<file path="config.mk">
export PLATFORM = sky130hd
export DESIGN_NAME = symbol_serializer
export DESIGN_NICKNAME = d
export VERILOG_FILES = /design/src/rtl/qam_pkg.sv /design/src/rtl/symbol_serializer.sv
export SDC_FILE = /design/constraint.sdc
export NUM_CORES = 1
export LEC_CHECK = 0
export ABC_AREA = 1
export BUFFER_PORTS_ARGS = -buffer_cell sky130_fd_sc_hd__buf_2
export CAP_MARGIN = 20
export CELL_PAD_IN_SITES_DETAIL_PLACEMENT = 1
export CELL_PAD_IN_SITES_GLOBAL_PLACEMENT = 2
export CORE_MARGIN = 1
export CORE_UTILIZATION = 29
export CTS_CLUSTER_SIZE = 14
export DETAILED_ROUTE_END_ITERATION = 10
export PLACE_DENSITY_LB_ADDON = 0.1
export RECOVER_POWER = 25
export SYNTH_ARGS = -nofsm -noshare
export SYNTH_HDL_FRONTEND = slang
export SYNTH_SLANG_ARGS = --single-unit
</file>
<file path="constraint.sdc">
create_clock -name clock -period 1.67 [get_ports clock]
set_input_delay 0.167 -clock clock [delete_from_list [all_inputs] [get_ports clock]]
set_output_delay 0.167 -clock clock [all_outputs]
set_load 0.02 [all_outputs]
</file>
<file path="src/rtl/qam_pkg.sv">
// Shared definitions for the QAM symbol datapath blocks.
package qam_pkg;

  // Serializer control state; the encoding is shared with other QAM blocks.
  typedef enum logic {
    StIdle  = 1'b0,
    StShift = 1'b1
  } ser_state_e;

endpackage : qam_pkg

</file>
<file path="src/rtl/symbol_serializer.sv">
// Parallel-to-serial converter for QAM symbol words. A word is shifted out one
// bit per consumed cycle, with a one-word hold register so that back-to-back
// words stream without a gap bit.
module symbol_serializer
  import qam_pkg::*;
#(
  parameter int unsigned WIDTH     = 4,
  parameter bit          LSB_FIRST = 1'b1
) (
  input  logic             clock,
  input  logic             clear_n,
  input  logic [WIDTH-1:0] parallel_in,
  input  logic             load_valid,
  output logic             load_ready,
  input  logic             shift_en,
  input  logic             flush,
  output logic             serial_out,
  output logic             serial_valid,
  output logic             sym_start,
  output logic             sym_last,
  output logic             busy
);

  localparam int unsigned     CntW    = (WIDTH > 1) ? $clog2(WIDTH) : 1;
  localparam logic [CntW-1:0] CntLast = CntW'(WIDTH - 1);

  ser_state_e       state_q, state_d;
  logic [WIDTH-1:0] sreg_q, sreg_d;
  logic [WIDTH-1:0] hold_q, hold_d;
  logic             hold_full_q, hold_full_d;
  logic [CntW-1:0]  cnt_q, cnt_d;

  logic             accept;
  logic             bypass;
  logic             cnt_last;
  logic [WIDTH-1:0] sreg_shifted;

  // Handshake: a held word blocks new loads, and flush refuses them outright.
  always_comb begin
    load_ready = !hold_full_q && !flush;
    accept     = load_valid && load_ready;
  end

  // Move the register one position toward whichever end feeds serial_out.
  always_comb begin
    sreg_shifted = LSB_FIRST ? (sreg_q >> 1) : (sreg_q << 1);
    cnt_last     = (cnt_q == CntLast);
  end

  // Next-state logic for FSM, shift register, counter and hold register.
  always_comb begin
    state_d     = state_q;
    sreg_d      = sreg_q;
    cnt_d       = cnt_q;
    hold_d      = hold_q;
    hold_full_d = hold_full_q;
    bypass      = 1'b0;

    if (flush) begin
      state_d     = StIdle;
      sreg_d      = '0;
      cnt_d       = '0;
      hold_d      = '0;
      hold_full_d = 1'b0;
    end else begin
      unique case (state_q)
        StIdle: begin
          if (accept) begin
            sreg_d  = parallel_in;
            cnt_d   = '0;
            state_d = StShift;
          end
        end

        StShift: begin
          if (shift_en) begin
            if (!cnt_last) begin
              sreg_d = sreg_shifted;
              cnt_d  = cnt_q + CntW'(1);
            end else if (hold_full_q) begin
              // Held word is older than anything on parallel_in, so it goes first.
              sreg_d      = hold_q;
              cnt_d       = '0;
              hold_full_d = 1'b0;
            end else if (accept) begin
              sreg_d = parallel_in;
              cnt_d  = '0;
              bypass = 1'b1;
            end else begin
              state_d = StIdle;
              sreg_d  = '0;
              cnt_d   = '0;
            end
          end
          if (accept && !bypass) begin
            hold_d      = parallel_in;
            hold_full_d = 1'b1;
          end
        end

        default: begin
          state_d = StIdle;
        end
      endcase
    end
  end

  // State registers with asynchronous clear.
  always_ff @(posedge clock or negedge clear_n) begin
    if (!clear_n) begin
      state_q     <= StIdle;
      sreg_q      <= '0;
      hold_q      <= '0;
      hold_full_q <= 1'b0;
      cnt_q       <= '0;
    end else begin
      state_q     <= state_d;
      sreg_q      <= sreg_d;
      hold_q      <= hold_d;
      hold_full_q <= hold_full_d;
      cnt_q       <= cnt_d;
    end
  end

  // Output decode; everything is forced low outside StShift.
  always_comb begin
    serial_valid = (state_q == StShift);
    serial_out   = 1'b0;
    if (serial_valid) begin
      serial_out = LSB_FIRST ? sreg_q[0] : sreg_q[WIDTH-1];
    end
    sym_start = serial_valid && (cnt_q == '0);
    sym_last  = serial_valid && cnt_last;
    busy      = serial_valid || hold_full_q;
  end

endmodule : symbol_serializer

</file>
**Yosys cells after proc, flatten, opt, wreduce, memory -nomap -nowiden**

Cells that the tools add are included.

- Bits of input ports: 9
- Register bits after elaboration: 12
- Output and inout port bits: 6
- Word-level logic and storage cells: 59

- Bitwise gates (word level): 1
- $add $sub $neg: 1
- Muxes and demuxes: 32
- Equal/unequal tests: 3
- Reduce and logical (&&, ||, !) cells: 17

Operators by type and width:

| operator | number |
|---|---|
| two-way mux 4 bit | 9 |
| two-way mux 1 bit | 16 |
| two-way mux 2 bit | 4 |
| case mux 4 bit (2 select lines) | 1 |
| != test 3 bit, second input constant | 2 |
| nonzero test 3 bit | 2 |
| logical AND 1 bit | 5 |
| case mux 2 bit (2 select lines) | 1 |
| AND reduction 2 bit | 2 |
| nonzero test 2 bit | 2 |
| logical NOT 1 bit | 3 |
| AND reduction 3 bit | 1 |
| adder 2 x 1 -> 2 bit, second input constant | 1 |
| == test 2 bit, second input constant | 1 |
| logical NOT 2 bit | 1 |
| case mux 1 bit (2 select lines) | 1 |
| logical OR 1 bit | 1 |
| NOT 1 bit | 1 |

**Logic depth before layout (Yosys ltp)**

- Word-level depth: 14
- Mapped depth: 9
- Depth with buffers taken out: 8

**Worst setup path before layout**

OpenSTA, ideal clock, no wires.

- Path type: register to register
- Start: register cnt_q[0]
- End: register sreg_q[3]
- Path buffers: 0
- Data required time: 1549 ps
- Setup slack: 352 ps
- Period minus slack after synthesis: 1318 ps
- Library setup time: 121 ps
- Cell stages (with the launch flop): 8
- Data arrival time: 1197 ps
- Cells stage by stage: dfrtp_1 ha_1 nand2_1 clkinv_1 nand3_1 nand2_1 nand2_1 o21ai_1

- Word-level cells in the longest chain between the ends: 5

Ends and longest elaborated chain:

| element | RTL line | source |
|---|---|---|
| start, declared | symbol_serializer.sv:31 | `logic [CntW-1:0] cnt_q, cnt_d;` |
| start signal, assigned | symbol_serializer.sv:121 | `cnt_q <= cnt_d;` |
| == test 2 bit | symbol_serializer.sv:47 | `cnt_last = (cnt_q == CntLast);` |
| two-way mux 4 bit | symbol_serializer.sv:77 | `if (!cnt_last) begin` |
| two-way mux 4 bit | symbol_serializer.sv:76 | `if (shift_en) begin` |
| case mux 4 bit (2 select lines) | symbol_serializer.sv:66 | `unique case (state_q)` |
| two-way mux 4 bit | symbol_serializer.sv:59 | `if (flush) begin` |
| end signal, assigned | symbol_serializer.sv:118 | `sreg_q <= sreg_d;` |
| end, declared | symbol_serializer.sv:28 | `logic [WIDTH-1:0] sreg_q, sreg_d;` |

No other way between the ends. The select of a mux whose other input is x is not followed.
A chain may end at the register's enable or synchronous reset.

**Final worst setup path**

- Start: register cnt_q[0]
- End: output sym_last

- Word-level cells in the longest chain between the ends: 2

Ends and longest elaborated chain:

| element | RTL line | source |
|---|---|---|
| == test 2 bit | symbol_serializer.sv:47 |  |
| logical AND 1 bit | symbol_serializer.sv:133 | `sym_last = serial_valid && cnt_last;` |
| end, declared | symbol_serializer.sv:20 | `output logic sym_last,` |

No other way between the ends.

==> results.toml <==
[route]
drc = 0
viasPerCell = 4.75
drt-initial-drc-count = 7
num_vias = 741
finalWirelength_um = 1950
post_drt_wl_per_cell_um = 12.5
drt_first_pass_iters = 4
ant_nets = 0

[setup_path]
worst_setup_path_start_kind = "register"
crit_slowest_cell = "dfrtp_1"
critPathCaptureType = "primary output"
r2r_start = "serial_valid"
critical_path_class = "reg -> out"
path_max_fanout = 6
required_ns = 1.50
critPathMaxStageDelay_ns = 0.38
critPathLaunch = "cnt_q[0]"
worstPathCellList = "ha_1 -> nand2_1 -> clkinv_1 -> buf_2"
arrival_ns = 1.38

[power]
power_density_nw_per_um2 = 862
p_sw_mw = 0.265
power_frac_comb_pct = 25.0
switching_share_pct = 33.6
seqPwrFrac_pct = 44.8
ir_drop_uv = 385
intPower_mw = 0.523
pwr-share-clk_pct = 30.1
leakage_nw = 0.533

[timing]
final_hold_viol_count = 0
fin_crit_ns = 1.55
holdWs_ns = 0.108
grt_setup_unrepaired = "no"
setup_viol = 0
worst_pin_slew_ns = 0.729
fin_tns_setup_ns = 0
maxSlewViolCount = 0
fin_crit_sh_pct = 92.7
slew_headroom_pct = 51.4
max_freq_ghz = 0.646
fin_skew_ns = 0.00994

[clocking]
path_clk_slew_ns = 0.09
cts_tree = "yes"
htree_levels = 1
cts_buffers = 3
clock-sinks = 12
cts-root-buf = "clkbuf_4"
postCtsSetupBuffers = 0
insertion_delay_ns = 0.28
clockBufferDepth = 2

[global_routing]
grt_max_degree = 13
track_usage_pct = 15.6
grt_pass1_vias = 716
globalRoute.totalOverflow = 0
grt_pass1_wl_um = 3150
antenna_found_initial = 0

[logic_synthesis]
synth-seq-cells = 12
syn_avg_cell_area_um2 = 7.20
ys_warn_count = 0
syn_nets = 120
syn_area_um2 = 785
ys_types = 22
synthCells = 109
seq_area_frac_synth_pct = 38.3

[placed_design]
placed_cell_area_um2 = 870
dp.cells = 151
io_buffers = 14
gp_congestion = 0.743
dp_hpwl_um = 1530

[floorplanning]
die_h_um = 54.0
die_x_um = 54.0
ios = 15
core_um2 = 2520
rows = 18
die_area_um2 = 2920
initial_core_util_pct = 31.1

[flow_run]
max_cap_violations = 0

[finish]
antenna_cells = 0
stdcell_area_um2 = 915
layout_commonest_cell = "nand2_1"
layout.cells.non_filler = 156
nNetsFinal = 138
syn_to_final_growth_pct = 16.6
layout_common_cells = "nand2_1, buf_2, inv_1, dfrtp_1, nor2_1"
drive_gt1_share_pct = 24.6

[min_path]
hp-class = "in -> reg"
hp-start = "parallel_in[2]"

[run_status]
run_status = "finished, final reports clean"
[synthesized netlist by cell type]
library cell / instances / share of area (%)
inv_2: 2 / 0.96
a21oi_1: 3 / 1.9
nand2_2: 3 / 2.4
a21oi_2: 2 / 2.2
inv_1: 12 / 5.7
nand3_2: 1 / 1.3
nand4_1: 2 / 1.6
o21ai_1: 4 / 2.6
nor2_1: 11 / 5.3
or2_2: 1 / 0.80
nand3_1: 6 / 3.8
dfrtp_1: 12 / 38
nand3_4: 1 / 2.2
bufinv_8: 1 / 2.2
o21ai_0: 1 / 0.64
nand2_1: 39 / 19
nor2_2: 1 / 0.80
buf_6: 2 / 2.9
ha_1: 2 / 3.2
clkinv_2: 1 / 0.64
clkinv_1: 1 / 0.48
nor2_4: 1 / 1.4
[flip-flops by register name (all words and copies together) (netlist names)]
signal / flops
serial_valid: 1
sreg_q: 4
hold_full_q: 1
hold_q: 4
cnt_q: 2
[per-layer routing]
metal  share of wire, %  GRT usage, %
met5                  0             0
met1                 49          19.4
met4                1.0          6.41
met2                 46          25.9
met3                3.9          3.39
[through the flow]
stage          total power [mW]  utilization, %  setup WS [ns]
2_1_floorplan             0.501               -          0.352
3_3_place_gp              0.558            34.5          0.215
3_5_place_dp              0.560            34.5          0.189
4_1_cts                   0.802            36.3          0.104
5_1_grt                   0.845            36.3         0.0113
6_report                  0.789            36.3          0.122
[final timing paths]
check | endpoint | slack (ns) | cells after the start
worst max-delay path | sym_last | 0.12 | 4
worst min-delay path | hold_q[2] | 0.11 | 3
worst max register to register | sreg_q[3] | 0.21 | 7
worst min register to register | sreg_q[1] | 0.48 | 2
max in group asynchronous | sreg_q[1] | 0.76 | 2
min in group asynchronous | serial_valid | 0.45 | 2
[worst max-delay path: cells and delay by family, from the launching register on]
family / cells / cell delay [ns]
buf+inv: 2 / 0.28
flops: 1 / 0.38
simple gates: 1 / 0.16
fa+ha+maj: 1 / 0.28
[cell type report]
cell class | instances | area (um^2)
tap | 30 | 37.5
clock buffer | 4 | 36.3
timing repair buffer | 15 | 78.8
sequential | 12 | 300
inverter | 17 | 78.8
multi-input combinational | 78 | 383
fill | 326 | 1610
[power by group through the flow]
stage	clock, mW	combinational (mW)	sequential, mW
after floorplan	0	0.160	0.342
after global placement	0	0.198	0.360
after detailed placement	0	0.200	0.360
after CTS	0.245	0.203	0.354
after global routing	0.259	0.227	0.359
final	0.238	0.197	0.353
[kinds of logic (layout without fill, tap and decap cells)]
logic type	count (synthesis)	in the layout	synth area share [%]
AOI/OAI and AO/OA	10	10	7.34
and+or+nand+nor	66	66	38.3
DFF	12	12	38.3
buffers and inverters	19	36	12.9
adders and majority gates	2	2	3.19
[what timing repair did]
action,4_1_cts,5_1_grt
gates resized for setup,0,0
endpoints found under the hold margin,12,0
setup endpoints to repair,0,0
hold buffers,1,0
Power figures use the tool's default switching activity.
